--- src/rtl/rr_arb_pkg.sv ---
// Shared types and helpers for the round-robin slot arbiter.
// Ring-pointer discipline: reset to MSB, rotate right, wrap LSB to MSB.
package rr_arb_pkg;

  localparam int unsigned MaxN = 16;

  // Full-width MSB one-hot; narrowed to the active width by the user.
  localparam logic [MaxN-1:0] PtrRstFull = 16'h8000;

  typedef enum logic {
    StIdle,
    StGrant
  } state_e;

  // Rotate a one-hot vector right by one within an n-bit ring.
  function automatic logic [MaxN-1:0] rotr_onehot(input logic [MaxN-1:0] v,
                                                  input int unsigned    n);
    logic [MaxN-1:0] r;
    r = v >> 1;
    if (v[0]) r[n-1] = 1'b1;
    return r;
  endfunction

endpackage

--- src/rtl/rr_slot_arbiter_if.sv ---
// Request/grant bundle between requesting units (master) and the arbiter (slave).
interface rr_slot_arbiter_if #(
  parameter int unsigned N = 6
) ();

  localparam int unsigned IdW = (N > 1) ? $clog2(N) : 1;

  logic [N-1:0]   req;
  logic [N-1:0]   gnt;
  logic           gnt_valid;
  logic [IdW-1:0] gnt_id;
  logic           revoked;

  modport master (
    output req,
    input  gnt,
    input  gnt_valid,
    input  gnt_id,
    input  revoked
  );

  modport slave (
    input  req,
    output gnt,
    output gnt_valid,
    output gnt_id,
    output revoked
  );

endinterface

--- src/rtl/rr_pick.sv ---
// Combinational rotating-priority picker: first set req at or below ptr, wrapping.
module rr_pick #(
  parameter int unsigned N = 6
) (
  input  logic [N-1:0] i_req,
  input  logic [N-1:0] i_ptr,
  output logic [N-1:0] o_pick,
  output logic         o_any_req
);

  int  w_start;
  int  w_idx;
  logic w_found;

  always_comb begin
    w_start = 0;
    for (int i = 0; i < int'(N); i++) begin
      if (i_ptr[i]) w_start = i;
    end

    o_pick  = '0;
    w_found = 1'b0;
    w_idx   = 0;
    for (int k = 0; k < int'(N); k++) begin
      w_idx = (w_start - k + int'(N)) % int'(N);
      if (!w_found && i_req[w_idx]) begin
        o_pick[w_idx] = 1'b1;
        w_found       = 1'b1;
      end
    end
  end

  assign o_any_req = |i_req;

endmodule

--- src/rtl/rr_slot_arbiter.sv ---
// Round-robin arbiter with registered one-hot grant and zero-bubble handoff.
// Optional hold limit with revoke pulse is enabled by defining RR_ARB_HOLD_LIMIT_EN.
import rr_arb_pkg::*;

module rr_slot_arbiter #(
  parameter int unsigned N        = 6,
  parameter int unsigned MAX_HOLD = 4
) (
  input  logic              clk,
  input  logic              rstn,
  rr_slot_arbiter_if.slave  io_bus
);

  localparam int unsigned     IdW    = (N > 1) ? $clog2(N) : 1;
  localparam logic [N-1:0]    PtrRst = N'(PtrRstFull >> (MaxN - N));

  state_e         r_state, w_state_d;
  logic [N-1:0]   r_gnt, w_gnt_d;
  logic [N-1:0]   r_ptr, w_ptr_d;
  logic [N-1:0]   w_rot, w_pick;
  logic           r_revoked, w_revoked_d;
  logic           w_any, w_owner_req, w_vol, w_force, w_release, w_new_grant;
  logic [IdW-1:0] w_gnt_id;

  assign w_owner_req = |(r_gnt & io_bus.req);
  assign w_vol       = (r_state == StGrant) && !w_owner_req;
  assign w_release   = w_vol || w_force;
  assign w_rot       = N'(rotr_onehot(MaxN'(r_gnt), N));
  // The picker sees the post-release pointer so the old owner ranks last.
  assign w_ptr_d     = w_release ? w_rot : r_ptr;
  assign w_new_grant = w_any && ((r_state == StIdle) || w_release);

  rr_pick #(
    .N (N)
  ) u_pick (
    .i_req     (io_bus.req),
    .i_ptr     (w_ptr_d),
    .o_pick    (w_pick),
    .o_any_req (w_any)
  );

`ifdef RR_ARB_HOLD_LIMIT_EN
  localparam int unsigned HoldW = $clog2(MAX_HOLD + 1);

  logic [HoldW-1:0] r_hold_cnt, w_hold_cnt_d;

  // A simultaneous owner drop wins over the limit, so revoked stays low.
  assign w_force = (r_state == StGrant) && w_owner_req && (r_hold_cnt == HoldW'(MAX_HOLD));

  always_comb begin
    w_hold_cnt_d = r_hold_cnt;
    if (w_new_grant) begin
      w_hold_cnt_d = HoldW'(1);
    end else if (w_state_d == StIdle) begin
      w_hold_cnt_d = '0;
    end else if (r_hold_cnt != HoldW'(MAX_HOLD)) begin
      w_hold_cnt_d = r_hold_cnt + HoldW'(1);
    end
  end

  always_ff @(posedge clk or negedge rstn) begin
    if (!rstn) begin
      r_hold_cnt <= '0;
    end else begin
      r_hold_cnt <= w_hold_cnt_d;
    end
  end
`else
  assign w_force = 1'b0 && (MAX_HOLD != 0);
`endif

  always_comb begin
    w_state_d   = r_state;
    w_gnt_d     = r_gnt;
    w_revoked_d = 1'b0;
    unique case (r_state)
      StIdle: begin
        if (w_any) begin
          w_gnt_d   = w_pick;
          w_state_d = StGrant;
        end else begin
          w_gnt_d = '0;
        end
      end
      StGrant: begin
        if (w_release) begin
          w_revoked_d = w_force;
          if (w_any) begin
            w_gnt_d = w_pick;
          end else begin
            w_gnt_d   = '0;
            w_state_d = StIdle;
          end
        end
      end
      default: begin
        w_gnt_d   = '0;
        w_state_d = StIdle;
      end
    endcase
  end

  always_ff @(posedge clk or negedge rstn) begin
    if (!rstn) begin
      r_state   <= StIdle;
      r_gnt     <= '0;
      r_ptr     <= PtrRst;
      r_revoked <= 1'b0;
    end else begin
      r_state   <= w_state_d;
      r_gnt     <= w_gnt_d;
      r_ptr     <= w_ptr_d;
      r_revoked <= w_revoked_d;
    end
  end

  always_comb begin
    w_gnt_id = '0;
    for (int i = 0; i < int'(N); i++) begin
      if (r_gnt[i]) w_gnt_id = IdW'(i);
    end
  end

  assign io_bus.gnt       = r_gnt;
  assign io_bus.gnt_valid = |r_gnt;
  assign io_bus.gnt_id    = w_gnt_id;
  assign io_bus.revoked   = r_revoked;

endmodule

--- src/flat_wrapper.sv ---
// flat-port wrapper written by rule: the top's interface ports become plain ports
module rr_slot_arbiter_flat 
#(
  parameter int unsigned N        = 6,
  parameter int unsigned MAX_HOLD = 4
)
  (clk, rstn, io_bus_req, io_bus_gnt, io_bus_gnt_valid, io_bus_gnt_id, io_bus_revoked);
  rr_slot_arbiter_if #(.N(N)) io_bus_i ();
  input  logic clk;
  input  logic rstn;
  input wire logic [$bits(io_bus_i.req)-1:0] io_bus_req;
  output wire logic [$bits(io_bus_i.gnt)-1:0] io_bus_gnt;
  output wire logic [$bits(io_bus_i.gnt_valid)-1:0] io_bus_gnt_valid;
  output wire logic [$bits(io_bus_i.gnt_id)-1:0] io_bus_gnt_id;
  output wire logic [$bits(io_bus_i.revoked)-1:0] io_bus_revoked;
  assign io_bus_i.req = io_bus_req;
  assign io_bus_gnt = io_bus_i.gnt;
  assign io_bus_gnt_valid = io_bus_i.gnt_valid;
  assign io_bus_gnt_id = io_bus_i.gnt_id;
  assign io_bus_revoked = io_bus_i.revoked;
  rr_slot_arbiter #(.N(N), .MAX_HOLD(MAX_HOLD)) u_core (.clk(clk), .rstn(rstn), .io_bus(io_bus_i));
endmodule
--- config.mk ---
export PLATFORM = sky130hd
export DESIGN_NAME = rr_slot_arbiter_flat
export DESIGN_NICKNAME = d
export VERILOG_FILES = /design/src/rtl/rr_arb_pkg.sv /design/src/rtl/rr_slot_arbiter_if.sv /design/src/rtl/rr_pick.sv /design/src/rtl/rr_slot_arbiter.sv /design/src/flat_wrapper.sv
export SDC_FILE = /design/constraint.sdc
export NUM_CORES = 1
export LEC_CHECK = 0
export CELL_PAD_IN_SITES_DETAIL_PLACEMENT = 0
export CELL_PAD_IN_SITES_GLOBAL_PLACEMENT = 1
export CORE_ASPECT_RATIO = 1.2
export CORE_UTILIZATION = 35
export DETAILED_ROUTE_END_ITERATION = 10
export PLACE_DENSITY = 0.7
export SLEW_MARGIN = 5
export SYNTH_ARGS = -nofsm -noshare
export SYNTH_HDL_FRONTEND = slang
export SYNTH_SLANG_ARGS = --single-unit
--- constraint.sdc ---
create_clock -name clk -period 5.28 [get_ports clk]
set_input_delay 0.528 -clock clk [delete_from_list [all_inputs] [get_ports clk]]
set_output_delay 0.528 -clock clk [all_outputs]
set_load 0.03 [all_outputs]
### Word level (Yosys, flattened, before mapping)

Cells that the tools add are included.

| storage, ports and cells | value |
|---|---|
| bits in registers | 13 |
| word-level logic and storage cells | 121 |
| output and inout port bits | 11 |
| input port bits | 8 |

| operators by class | value |
|---|---|
| divide/modulo/power cells | 6 |
| equality and inequality tests | 1 |
| mux-type cells | 59 |
| order comparisons | 12 |
| bitwise logic cells | 7 |
| add/sub/neg operators | 11 |
| reduce and logical (&&, ||, !) cells | 21 |

Operators by type and width:

| operator | number |
|---|---|
| $add 32x4->32 const B | 6 |
| $ge 32x1->1 const B | 6 |
| $lt 32x5->1 const B | 6 |
| $mod 32x4->32 const B | 6 |
| $mux 32 | 2 |
| $sub 32x3->32 const B | 2 |
| $sub 32x4->32 const B | 2 |
| $mux 6 | 9 |
| $sub 32x2->32 const B | 1 |
| $or 6x6->6 | 5 |
| $mux 1 | 28 |
| $bmux 1 s3 | 6 |
| $demux 1 s3 | 6 |
| $reduce_or 6->1 | 3 |
| $logic_and 1x1->1 | 12 |
| $pmux 6 s2 | 1 |
| $mux 2 | 4 |
| $and 6x6->6 | 1 |
| $logic_not 1->1 | 6 |
| $mux 3 | 2 |
| $ne 2x2->1 const B | 1 |
| $pmux 1 s2 | 1 |
| $not 1->1 | 1 |

### Depth between registers and ports, before layout

Gate-level depths: netlist of the first run.

| depth | value |
|---|---|
| depth in word-level cells | 34 |
| gate-level depth with buffers | 24 |
| gate-level depth less buffers | 21 |

### Cells and area by module

Synthesis of the first run repeated with hierarchy kept, for this count alone.

| unflattened totals | value |
|---|---|
| cell total of the unflattened synthesis | 258 |
| area, all modules | 2,085.8 um^2 |

By module, submodules not included:

| module | sequential area each (um^2) | cells each | area each (um^2) | instances |
|---|---|---|---|---|
| rr_pick | 0.0 | 205 | 1,465.2 | 1 |
| rr_slot_arbiter | 326.6 | 53 | 620.6 | 1 |

### Least setup slack after synthesis of the first run

OpenSTA, ideal clock, no wires.

| path | value |
|---|---|
| path type | reg2reg |
| start | reg u_core.r_gnt[5], in the netlist u_core.io_bus.gnt[5] |
| end | reg u_core.r_gnt[0], in the netlist u_core.io_bus.gnt[0] |
| library setup time | 0.128 ns |
| path buffers | 3 |
| stages on the path, launching flop included | 24 |
| arrival time | 5.481 ns |
| data required time | 5.152 ns |
| path slack | -0.330 ns |
| period minus slack after synthesis | 5.610 ns |
| cells stage by stage | dfrtp_1 buf_6 a22o_4 o41ai_4 nand2_2 buf_2 o21ai_0 inv_1 ha_1 o21ai_0 nor4b_1 or2_2 inv_1 ha_1 nor3b_1 o211ai_1 mux2i_1 a21o_2 o2111ai_2 a211oi_2 buf_6 nor4_2 a221oi_2 o22ai_1 |

| between the ends | value |
|---|---|
| cells in the longest elaborated chain, start to end | 34 |
| elaborated cells on any way between the ends | 105 |
| those cells by class | 11 x add/sub; 6 x div; 12 x order compare; 1 x eq/ne; 50 x mux; 6 x bitwise; 19 x reduce/logical |

Ends and longest elaborated chain:

| item | line | text |
|---|---|---|
| start: declaration | rr_slot_arbiter.sv:18 | `logic [N-1:0] r_gnt, w_gnt_d;` |
| start signal: assignment | rr_slot_arbiter.sv:111 | `r_gnt <= w_gnt_d;` |
| parallel branches: the longest is 34 deep, another holds $sub 32x2->32 | - |  |

Parallel ways; which one is timed is not known. The select of a mux whose other input is x is not followed.
A chain may end at the register's enable or synchronous reset.

### Worst setup path after layout of the first run

| path | value |
|---|---|
| start | in io_bus_req[4] |
| end | reg u_core.r_gnt[0], in the netlist u_core.io_bus.gnt[0] |

| between the ends | value |
|---|---|
| cells in the longest elaborated chain, start to end | 34 |
| elaborated cells on any way between the ends | 106 |
| those cells by class | 11 x add/sub; 6 x div; 12 x order compare; 1 x eq/ne; 50 x mux; 6 x bitwise; 20 x reduce/logical |

Ends and longest elaborated chain:

| item | line | text |
|---|---|---|
| start: declaration | flat_wrapper.sv:11 | `input wire logic [$bits(io_bus_i.req)-1:0] io_bus_req;` |
| parallel branches: the longest is 34 deep, another holds $sub 32x2->32 | - |  |

Parallel ways; which one is timed is not known. The select of a mux whose other input is x is not followed.

==> impl_results.md, run 1 <==
- Global-route wire length before repair: 15,100 µm
- Share of cells above drive strength 1: 29.9%
- Syn nets: 359
- TritonCTS Buffers: 3
- Pin count of the biggest net entering global routing: 19
- Fin Clk Skew: 0.00495 ns
- Hold EP: u_core.r_ptr[2]
- CTS Sinks: 12
- Worst R2R End: u_core.io_bus.gnt[0]
- Clock slew at reported path FFs: 0.06 ns
- Average cell area after synthesis: 8.28 µm²
- Dominant cells by area after synthesis: dfrtp_1, ha_1, mux2i_1
- Grt total ovfl: 0
- Area growth from synthesis to layout: 20.5%
- Routed Wire Length: 9350 µm
- Number of global-route vias before repair: 2,883
- Final WS setup: 0.234 ns
- Count of final max-slew check failures: 0
- Synth Flop Type: dfrtp_1
- Reg-to-Reg Start: u_core.io_bus.gnt[5]
- Sequential-to-total area share from yosys stat: 10.8%
- Drt initial violations: 212
- Cell Rows: 35
- Initial antenna violation count: 0
- Finish-stage setup viols: 0
- Clk_lat worst skew: 0.24 ns
- Routability-driven placement congestion ratio: 0.858
- Synth top cells by count: nor2_1, nand2_1, o21ai_0, mux2i_1
- Vias: 2,893
- I/O Buffers: 17
- Diodes inserted: 0
- Relative slew slack: 56.5%
- Core area: 7710 µm²
- Post-synth top area share: 9.90%
- Total track usage: 22.9%
- Die Wd: 83.4 µm
- Post-synthesis cell type count: 89
- Avg WL per Cell: 19.6 µm
- Worst Hold Slack: 0.585 ns
- Post-synth EDFFs: 0
- Clock Path Buffers: 2
- Least-Margin Pin Slew: 0.634 ns
- Die area: 8310 µm²
- Final Cycle Share: 95.6%
- DP Area: 3180 µm²
- Count leader, synth: nor2_1
- Root buffer cell: clkbuf_8
- Hold Startpoint: u_core.r_ptr[2]
- Post-synth top area cell: dfrtp_1
- Dpl hpwl: 7400 µm
- Die Height: 99.7 µm
- Final ANT Viol Nets: 0
- Drt first pass iters: 5
- Final Cell Area: 3350 µm²
- Instance count of the mapped netlist: 336
- Nets@finish: 409
- CTS tree: yes
- Synthesized cell area: 2780 µm²
- Worst EP required: 5.40 ns
- Synth Register Bits: 12
- Worst setup SP type: input pin
- Reg2Reg Setup Slack: 0.42 ns
- Drt drc: 0
- Vias per cell: 6.06
- Status: complete, no violations
- Warnings from Yosys: 0
- Max_cap viols: 0
- Fmax achieved: 198 MHz
- Post-CTS Hold Buffers: 0
- H-tree levels: 1
- WP data arrival: 5.16 ns
- Final hold violations: 0
- Io pins: 19
- Worst Reg-to-Reg Cells: 24
- Critical path class: in -> reg
- Initial Util: 36.1%
- Asr flop ratio synth: 100%
- Hold depth: 2
- Pre-CTS WS: -0.147 ns
- Hold/Removal Path Class: reg -> reg
- CP endpoint kind: flip-flop
- Min Clock Period, post-route: 5.05 ns
- CP max FO: 5
## sequential cells by signal (all words and copies together) (netlist names)
signal / count
u_core.r_state: 1
u_core.io_bus.gnt: 6
u_core.r_ptr: 5
## kinds of logic after synthesis
logic type	synth area share (%)
mux	7.47
fa+ha+maj	6.75
buf+inv	10.5
other cells	0.135
compound gates	35.4
flops	10.8
simple gates	28.9
## worst max-delay path by stage
stage / startpoint / end / slack, ns / cells after the start
after floorplan: u_core.io_bus.gnt[0] / u_core.io_bus.gnt[1] / 0.02 / 23
after global placement: io_bus_req[0] / u_core.io_bus.gnt[1] / 0.03 / 23
after detailed placement: io_bus_req[0] / u_core.io_bus.gnt[5] / -0.15 / 24
after CTS: io_bus_req[0] / u_core.io_bus.gnt[5] / 0.08 / 24
after global routing: io_bus_req[1] / u_core.io_bus.gnt[5] / -0.03 / 24
final: io_bus_req[4] / u_core.io_bus.gnt[0] / 0.23 / 25
## per-layer routing
metal  GRT usage, %  vias to the layer above  share of wire, %
met3           1.41                       17               3.9
met5              0                        -                 0
met1           28.3                     1392                43
li1               -                     1404                 -
met2           42.1                       80                51
met4           7.29                        0               2.4
## worst max-delay path, stage by stage
cell             delay, ns
clkdlybuf4s50_1       0.47
a22oi_2               0.25
buf_4                 0.17
nand4_1               0.14
nand2_2               0.13
o21ai_2               0.07
inv_1                 0.08
ha_2                  0.22
o21ai_0               0.11
and3_2                0.26
or2_2                 0.29
inv_1                 0.08
ha_1                  0.26
nor3b_2               0.23
o211ai_1              0.13
mux2i_2               0.26
buf_4                 0.17
a21o_2                0.13
o2111ai_2             0.11
a211oi_2              0.38
buf_4                 0.20
nor4_4                0.06
buf_4                 0.16
a21oi_1               0.16
o22ai_1               0.10
## layout by cell type, fill, tap and decap left out, drive strengths merged, types with 3 or more instances in the layout
master and instances:
a211oi 12, a21o 4, a21oi 12, a221oi 5
a22o 3, a22oi 3, a31oi 6, a32oi 3
and2 4, and3 9, buf 47, clkbuf 4
clkdlybuf4s50 15, dfrtp 11, ha 15, inv 18
mux2 3, mux2i 17, nand2 24, nand2b 3
nand3 15, nand4 6, nand4b 3, nor2 28
nor2b 4, nor3 7, nor3b 3, nor4 12
nor4b 3, o211ai 5, o21a 4, o21ai 21
o22ai 3, o31a 3, o31ai 8, o41ai 5
or2 5
## area by class of cell
cell class | count | area (µm²)
repair buffers | 64 | 536
multi-input cells | 286 | 2260
flip-flops and latches | 12 | 302
clock buffers | 4 | 55.1
well taps | 92 | 115
fillers | 782 | 4360
inverters | 19 | 85.1
## metrics by stage
stage / TNS [ns] / std cells / util [%]
after floorplan: 0 / 336 / -
after global placement: 0 / 466 / 41.3
after detailed placement: -0.572 / 466 / 41.3
after CTS: 0 / 470 / 42.0
after global routing: -0.0296 / 477 / 43.5
final: 0 / 477 / 43.5
## timing repair
item	CTS	global route
resized for setup	0	14
endpoints found under the hold margin	0	0
setup buffers	0	7
setup endpoints to repair	0	6
Power of run 1 is left out: the tool's default activity adds up to more than one toggle a clock period on the data nets, which glitch-free logic cannot reach.
==> run 2: changes to the inputs <==
--- a/config.mk
+++ b/config.mk
@@ -8,5 +8,5 @@
 export CELL_PAD_IN_SITES_DETAIL_PLACEMENT = 0
 export CELL_PAD_IN_SITES_GLOBAL_PLACEMENT = 1
-export CORE_ASPECT_RATIO = 1.2
+export CORE_ASPECT_RATIO = 1.25
 export CORE_UTILIZATION = 35
 export DETAILED_ROUTE_END_ITERATION = 10
==> constraint.sdc (replaced) <==
create_clock -name clk -period 5.28 [get_ports clk]
set_input_delay 0.792 -clock clk [delete_from_list [all_inputs] [get_ports clk]]
set_output_delay 0.792 -clock clk [all_outputs]
set_load 0.03 [all_outputs]
==> impl_results.md, run 2 (same netlist as run 1, synthesis figures left out) <==
- I/O Buffers: 17 (unchanged)
- Die area: 8310 µm² (about the same)
- Clock slew at reported path FFs: 0.06 ns (about the same)
- Io pins: 19 (unchanged)
- CTS Sinks: 12 (unchanged)
- Share of cells above drive strength 1: 34.2% (was 29.9%)
- Pin count of the biggest net entering global routing: 16 (was 19)
- Cell Rows: 36 (was 35)
- CP max stage cell: a211oi_2 (was clkdlybuf4s50_1)
- Total track usage: 24.0% (was 22.9%)
- Drt drc: 0 (unchanged)
- Dpl hpwl: 7720 µm (was 7400 µm)
- Clk_lat worst skew: 0.24 ns (about the same)
- Root buffer cell: clkbuf_8 (unchanged)
- Final hold violations: 0 (unchanged)
- CP max FO: 6 (was 5)
- RSZ-0062 raised after global routing: false
- Final WS setup: 0.353 ns (was 0.234 ns)
- Status: complete, no violations (unchanged)
- TritonCTS Buffers: 3 (unchanged)
- Post-Layout Cell Count: 499 (was 477)
- Hold/Removal Path Class: reg -> reg (unchanged)
- Initial Util: 35.9% (was 36.1%)
- H-tree levels: 1 (unchanged)
- Final Cell Area: 3510 µm² (was 3350 µm²)
- WP data arrival: 5.05 ns (was 5.16 ns)
- Commonest cells after routing, fill and taps aside: buf_4, nor2_1, nand2_1, o21ai_0 (unchanged)
- Routability-driven placement congestion ratio: 0.879 (was 0.858)
- Worst EP required: 5.40 ns (about the same)
- Clock Path Buffers: 2 (unchanged)
- Critical path class: in -> reg (unchanged)
- Post-layout util: 45.3% (was 43.5%)
- Die Wd: 81.7 µm (was 83.4 µm)
- CP endpoint kind: flip-flop (unchanged)
- Nets@finish: 428 (was 409)
- Fmax achieved: 203 MHz (was 198 MHz)
- Grt total ovfl: 0 (unchanged)
- Drt initial violations: 247 (was 212)
- Drt first pass iters: 4 (was 5)
- Placed cells: 491 (was 466)
- Final ANT Viol Nets: 0 (unchanged)
- Max reg flops: 6 (unchanged)
- Relative slew slack: 34.8% (was 56.5%)
- Final Cycle Share: 93.3% (was 95.6%)
- Fin Clk Skew: 0.00451 ns (was 0.00495 ns)
- Fill count: 797 (was 782)
- Avg WL per Cell: 19.2 µm (was 19.6 µm)
- Vias: 2,988 (was 2,893)
- Critical Path, Cell by Cell: dlymetal6s2s_1, a22oi_2, buf_4, nand4_1, nand2_2, o21ai_2, inv_2, ha_2, o21ai_0, and3_2, or2_4, inv_1, ha_1, nor3b_2, o211ai_1, mux2i_2, a21o_2, o2111ai_2, a211oi_2, buf_4, nor3_2, buf_4, a211oi_1, o21ai_1
- Number of global-route vias before repair: 2,931 (was 2,883)
- Global-route wire length before repair: 15,200 µm (was 15,100 µm)
- Diodes inserted: 0 (unchanged)
- Core area: 7750 µm² (was 7710 µm²)
- Most common cell after layout, fill and taps aside: buf_4 (unchanged)
- Worst setup SP type: input pin (unchanged)
- Count of final max-slew check failures: 0 (unchanged)
- Finish-stage setup viols: 0 (unchanged)
- Pre-CTS WS: -0.209 ns (was -0.147 ns)
- Most Frequent Cell on Critical Path: buf_4 (unchanged)
- CTS tree: yes (unchanged)
- Post-CTS Hold Buffers: 0 (unchanged)
- Vias per cell: 5.99 (was 6.06)
- Die Height: 102 µm (was 99.7 µm)
- DP Area: 3370 µm² (was 3180 µm²)
- Least-Margin Pin Slew: 0.970 ns (was 0.634 ns)
- Min Clock Period, post-route: 4.93 ns (was 5.05 ns)
- Routed Wire Length: 9570 µm (was 9350 µm)
- Max_cap viols: 0 (unchanged)
- Area growth from synthesis to layout: 26.1% (was 20.5%)
- Worst path max stage delay: 0.38 ns (was 0.47 ns)
- Initial antenna violation count: 0 (unchanged)
[run 2: cell types whose count changed in the layout (fill, tap and decap cells not counted), sizes merged]
cell and delta:
dlymetal6s2s +4, clkdlybuf4s50 -4, buf +19
[run 2: layer usage]
metal / vias to the layer above / GRT usage, % / wire length, µm
met3: 24 / 1.80 / 255
met5: - / 0 / 0
li1: 1445 / - / -
met1: 1452 / 28.6 / 4040
met2: 67 / 43.2 / 4950
met4: 0 / 10.1 / 327
[run 2: area by class of cell]
class / instances / area (µm²) / share of cell area, %
clock buffer: 4 / 55.1 / 1.57
sequential: 12 / 302 / 8.60
multi-input combinational: 286 / 2260 / 64.5
tap: 95 / 119 / 3.39
timing repair buffer: 83 / 684 / 19.5
inverter: 19 / 85.1 / 2.43
[run 2: worst max-delay path, delay by kind of cell]
family,cells,cell delay [ns]
AOI/OAI and AO/OA,9,1.63
buffers and inverters,6,0.85
and+or+nand+nor,6,1.07
muxes,1,0.27
adders and majority gates,2,0.44
[run 2: final timing paths]
check / start / endpoint / slack (ns) / cells past startpoint
worst max-delay path: io_bus_req[5] / u_core.io_bus.gnt[2] / 0.35 / 24
worst min-delay path: u_core.r_ptr[1] / u_core.r_ptr[1] / 0.53 / 2
worst max register to register: u_core.io_bus.gnt[0] / u_core.io_bus.gnt[2] / 0.52 / 22
worst min register to register: u_core.r_ptr[1] / u_core.r_ptr[1] / 0.53 / 2
max in group asynchronous: rstn / u_core.io_bus.gnt[4] / 3.97 / 1
min in group asynchronous: rstn / u_core.r_ptr[1] / 0.92 / 1
[run 2: timing repair]
item / CTS / global route
setup endpoints to repair: 0 / 6
gates resized for setup: 0 / 15
buffers inserted: 0 / 4
[run 2: metrics by stage]
step	hold WS, ns	setup TNS [ns]
after global routing	0.561	0
after CTS	0.538	0
final	0.525	0
after floorplan	0.466	0
after detailed placement	0.524	-0.971
after global placement	0.508	-0.252
Power of run 2 is left out for the same reason.
==> run 3: changes to the inputs <==
- CORE_ASPECT_RATIO: 1.25 -> not set
==> impl_results.md, run 3 (same netlist as run 1, synthesis figures left out) <==
- Total track usage: 23.1% (was 24.0%)
- Area growth from synthesis to layout: 26.7% (was 26.1%)
- Die Wd: 91.1 µm (was 81.7 µm)
- Commonest cells after routing, fill and taps aside: buf_4, nor2_1, nand2_1, o21ai_0 (unchanged)
- Launch point of the worst path: io_bus_req[0] (was io_bus_req[5])
- Pre-CTS WS: -0.186 ns (was -0.209 ns)
- DP Area: 3390 µm² (was 3370 µm²)
- Dpl hpwl: 7550 µm (was 7720 µm)
- Status: complete, no violations (unchanged)
- Initial antenna violation count: 0 (unchanged)
- Hold depth: 2 (unchanged)
- Worst setup SP type: input pin (unchanged)
- Io pins: 19 (unchanged)
- Initial Util: 36.2% (was 35.9%)
- Max_cap viols: 0 (unchanged)
- Diodes inserted: 0 (unchanged)
- Worst Reg-to-Reg Cells: 25 (was 22)
- Final Cell Area: 3520 µm² (was 3510 µm²)
- Final WS setup: 0.333 ns (was 0.353 ns)
- Post-Route M1 WL: 4300 µm (was 4040 µm)
- CP max FO: 6 (unchanged)
- Number of global-route vias before repair: 2,846 (was 2,931)
- Final Cycle Share: 93.7% (was 93.3%)
- Most common cell after layout, fill and taps aside: buf_4 (unchanged)
- Routed length on met3: 442 µm (was 255 µm)
- I/O Buffers: 17 (unchanged)
- WP data arrival: 5.05 ns (about the same)
- Worst EP required: 5.38 ns (was 5.40 ns)
- CP endpoint kind: flip-flop (unchanged)
- CTS tree: yes (unchanged)
- Root buffer cell: clkbuf_8 (unchanged)
- Metal2 WL: 4490 µm (was 4950 µm)
- Share of cells above drive strength 1: 34.4% (was 34.2%)
- Relative slew slack: 57.8% (was 34.8%)
- Nets@finish: 431 (was 428)
- Clk_lat worst skew: 0.24 ns (about the same)
- Setup TNS: 0 ns (unchanged)
- Cell Rows: 32 (was 36)
- Uppermost layer routed: met4 (unchanged)
- Fin Clk Skew: 0.00200 ns (was 0.00451 ns)
- Count of final max-slew check failures: 0 (unchanged)
- Drt initial violations: 195 (was 247)
- CTS Sinks: 12 (unchanged)
- Pin count of the biggest net entering global routing: 16 (unchanged)
- Hold/Removal Path Class: reg -> reg (unchanged)
- Finish-stage setup viols: 0 (unchanged)
- Fmax achieved: 202 MHz (was 203 MHz)
- Least-Margin Pin Slew: 0.616 ns (was 0.970 ns)
- Routed Wire Length: 9430 µm (was 9570 µm)
- Die area: 8310 µm² (about the same)
- Drt drc: 0 (unchanged)
- Routability-driven placement congestion ratio: 0.916 (was 0.879)
- Core area: 7690 µm² (was 7750 µm²)
- Clock slew at reported path FFs: 0.06 ns (about the same)
- Vias: 2,967 (was 2,988)
- Critical path class: in -> reg (unchanged)
- Drt first pass iters: 5 (was 4)
- Final hold violations: 0 (unchanged)
- Clock Path Buffers: 2 (unchanged)
- Max reg flops: 6 (unchanged)
- Die Height: 91.1 µm (was 102 µm)
- Reg-to-Reg Start: u_core.io_bus.gnt[3] (was u_core.io_bus.gnt[0])
- TritonCTS Buffers: 3 (unchanged)
- Global-route wire length before repair: 15,200 µm (about the same)
- H-tree levels: 1 (unchanged)
- Hold Startpoint: u_core.r_ptr[1] (unchanged)
- Vias per cell: 5.83 (was 5.99)
- Avg WL per Cell: 18.5 µm (was 19.2 µm)
- RSZ-0062 raised after global routing: false (unchanged)
- Min Clock Period, post-route: 4.95 ns (was 4.93 ns)
- Grt total ovfl: 0 (unchanged)
- Final ANT Viol Nets: 0 (unchanged)
- Post-layout util: 45.8% (was 45.3%)
## run 3: final cells by class
class	instances	area, µm²
timing repair buffer	86	704
sequential	12	302
tap	102	128
multi-input combinational	286	2260
clock buffer	4	45.0
inverter	19	85.1
fill	774	4160
## run 3: repair_timing
action                                  4_1_cts  5_1_grt
hold buffers                                  0        0
endpoints found under the setup margin        0        6
resized for setup                             0       15
buffers inserted                              0        4
## run 3: worst paths after layout
path,endpoint,slack (ns)
worst max-delay path,u_core.io_bus.gnt[5],0.33
worst min-delay path,u_core.r_ptr[1],0.53
worst max register to register,u_core.io_bus.gnt[5],0.51
worst min register to register,u_core.r_ptr[1],0.53
max in group asynchronous,u_core.io_bus.gnt[3],3.99
min in group asynchronous,u_core.r_ptr[4],0.92
## run 3: critical path, cell delays in order
cell,delay (ns)
dlymetal6s2s_1,0.17
a22oi_2,0.24
nand4_2,0.18
mux2i_1,0.18
inv_1,0.10
o21ai_2,0.18
inv_2,0.05
buf_4,0.14
ha_1,0.22
inv_1,0.07
nand3_1,0.08
and2_1,0.20
ha_1,0.31
nor3b_2,0.06
o211ai_1,0.11
mux2i_2,0.12
buf_4,0.17
o31ai_4,0.34
o2111ai_2,0.18
a211oi_2,0.39
buf_6,0.19
buf_4,0.11
nor4_2,0.04
o31ai_1,0.31
a31oi_1,0.14
## run 3: per-layer routing
layer  GRT usage (%)  vias up
met5               0        -
met4            5.03        0
met3            2.35       14
met2            38.0       82
met1            32.4     1416
li1                -     1455
## run 3: metrics by stage
stage | hold slack (ns) | cells
5_1_grt | 0.570 | 509
3_3_place_gp | 0.507 | 500
6_report | 0.532 | 509
2_1_floorplan | 0.466 | 336
4_1_cts | 0.527 | 504
3_5_place_dp | 0.515 | 500
Power of run 3 is left out for the same reason.
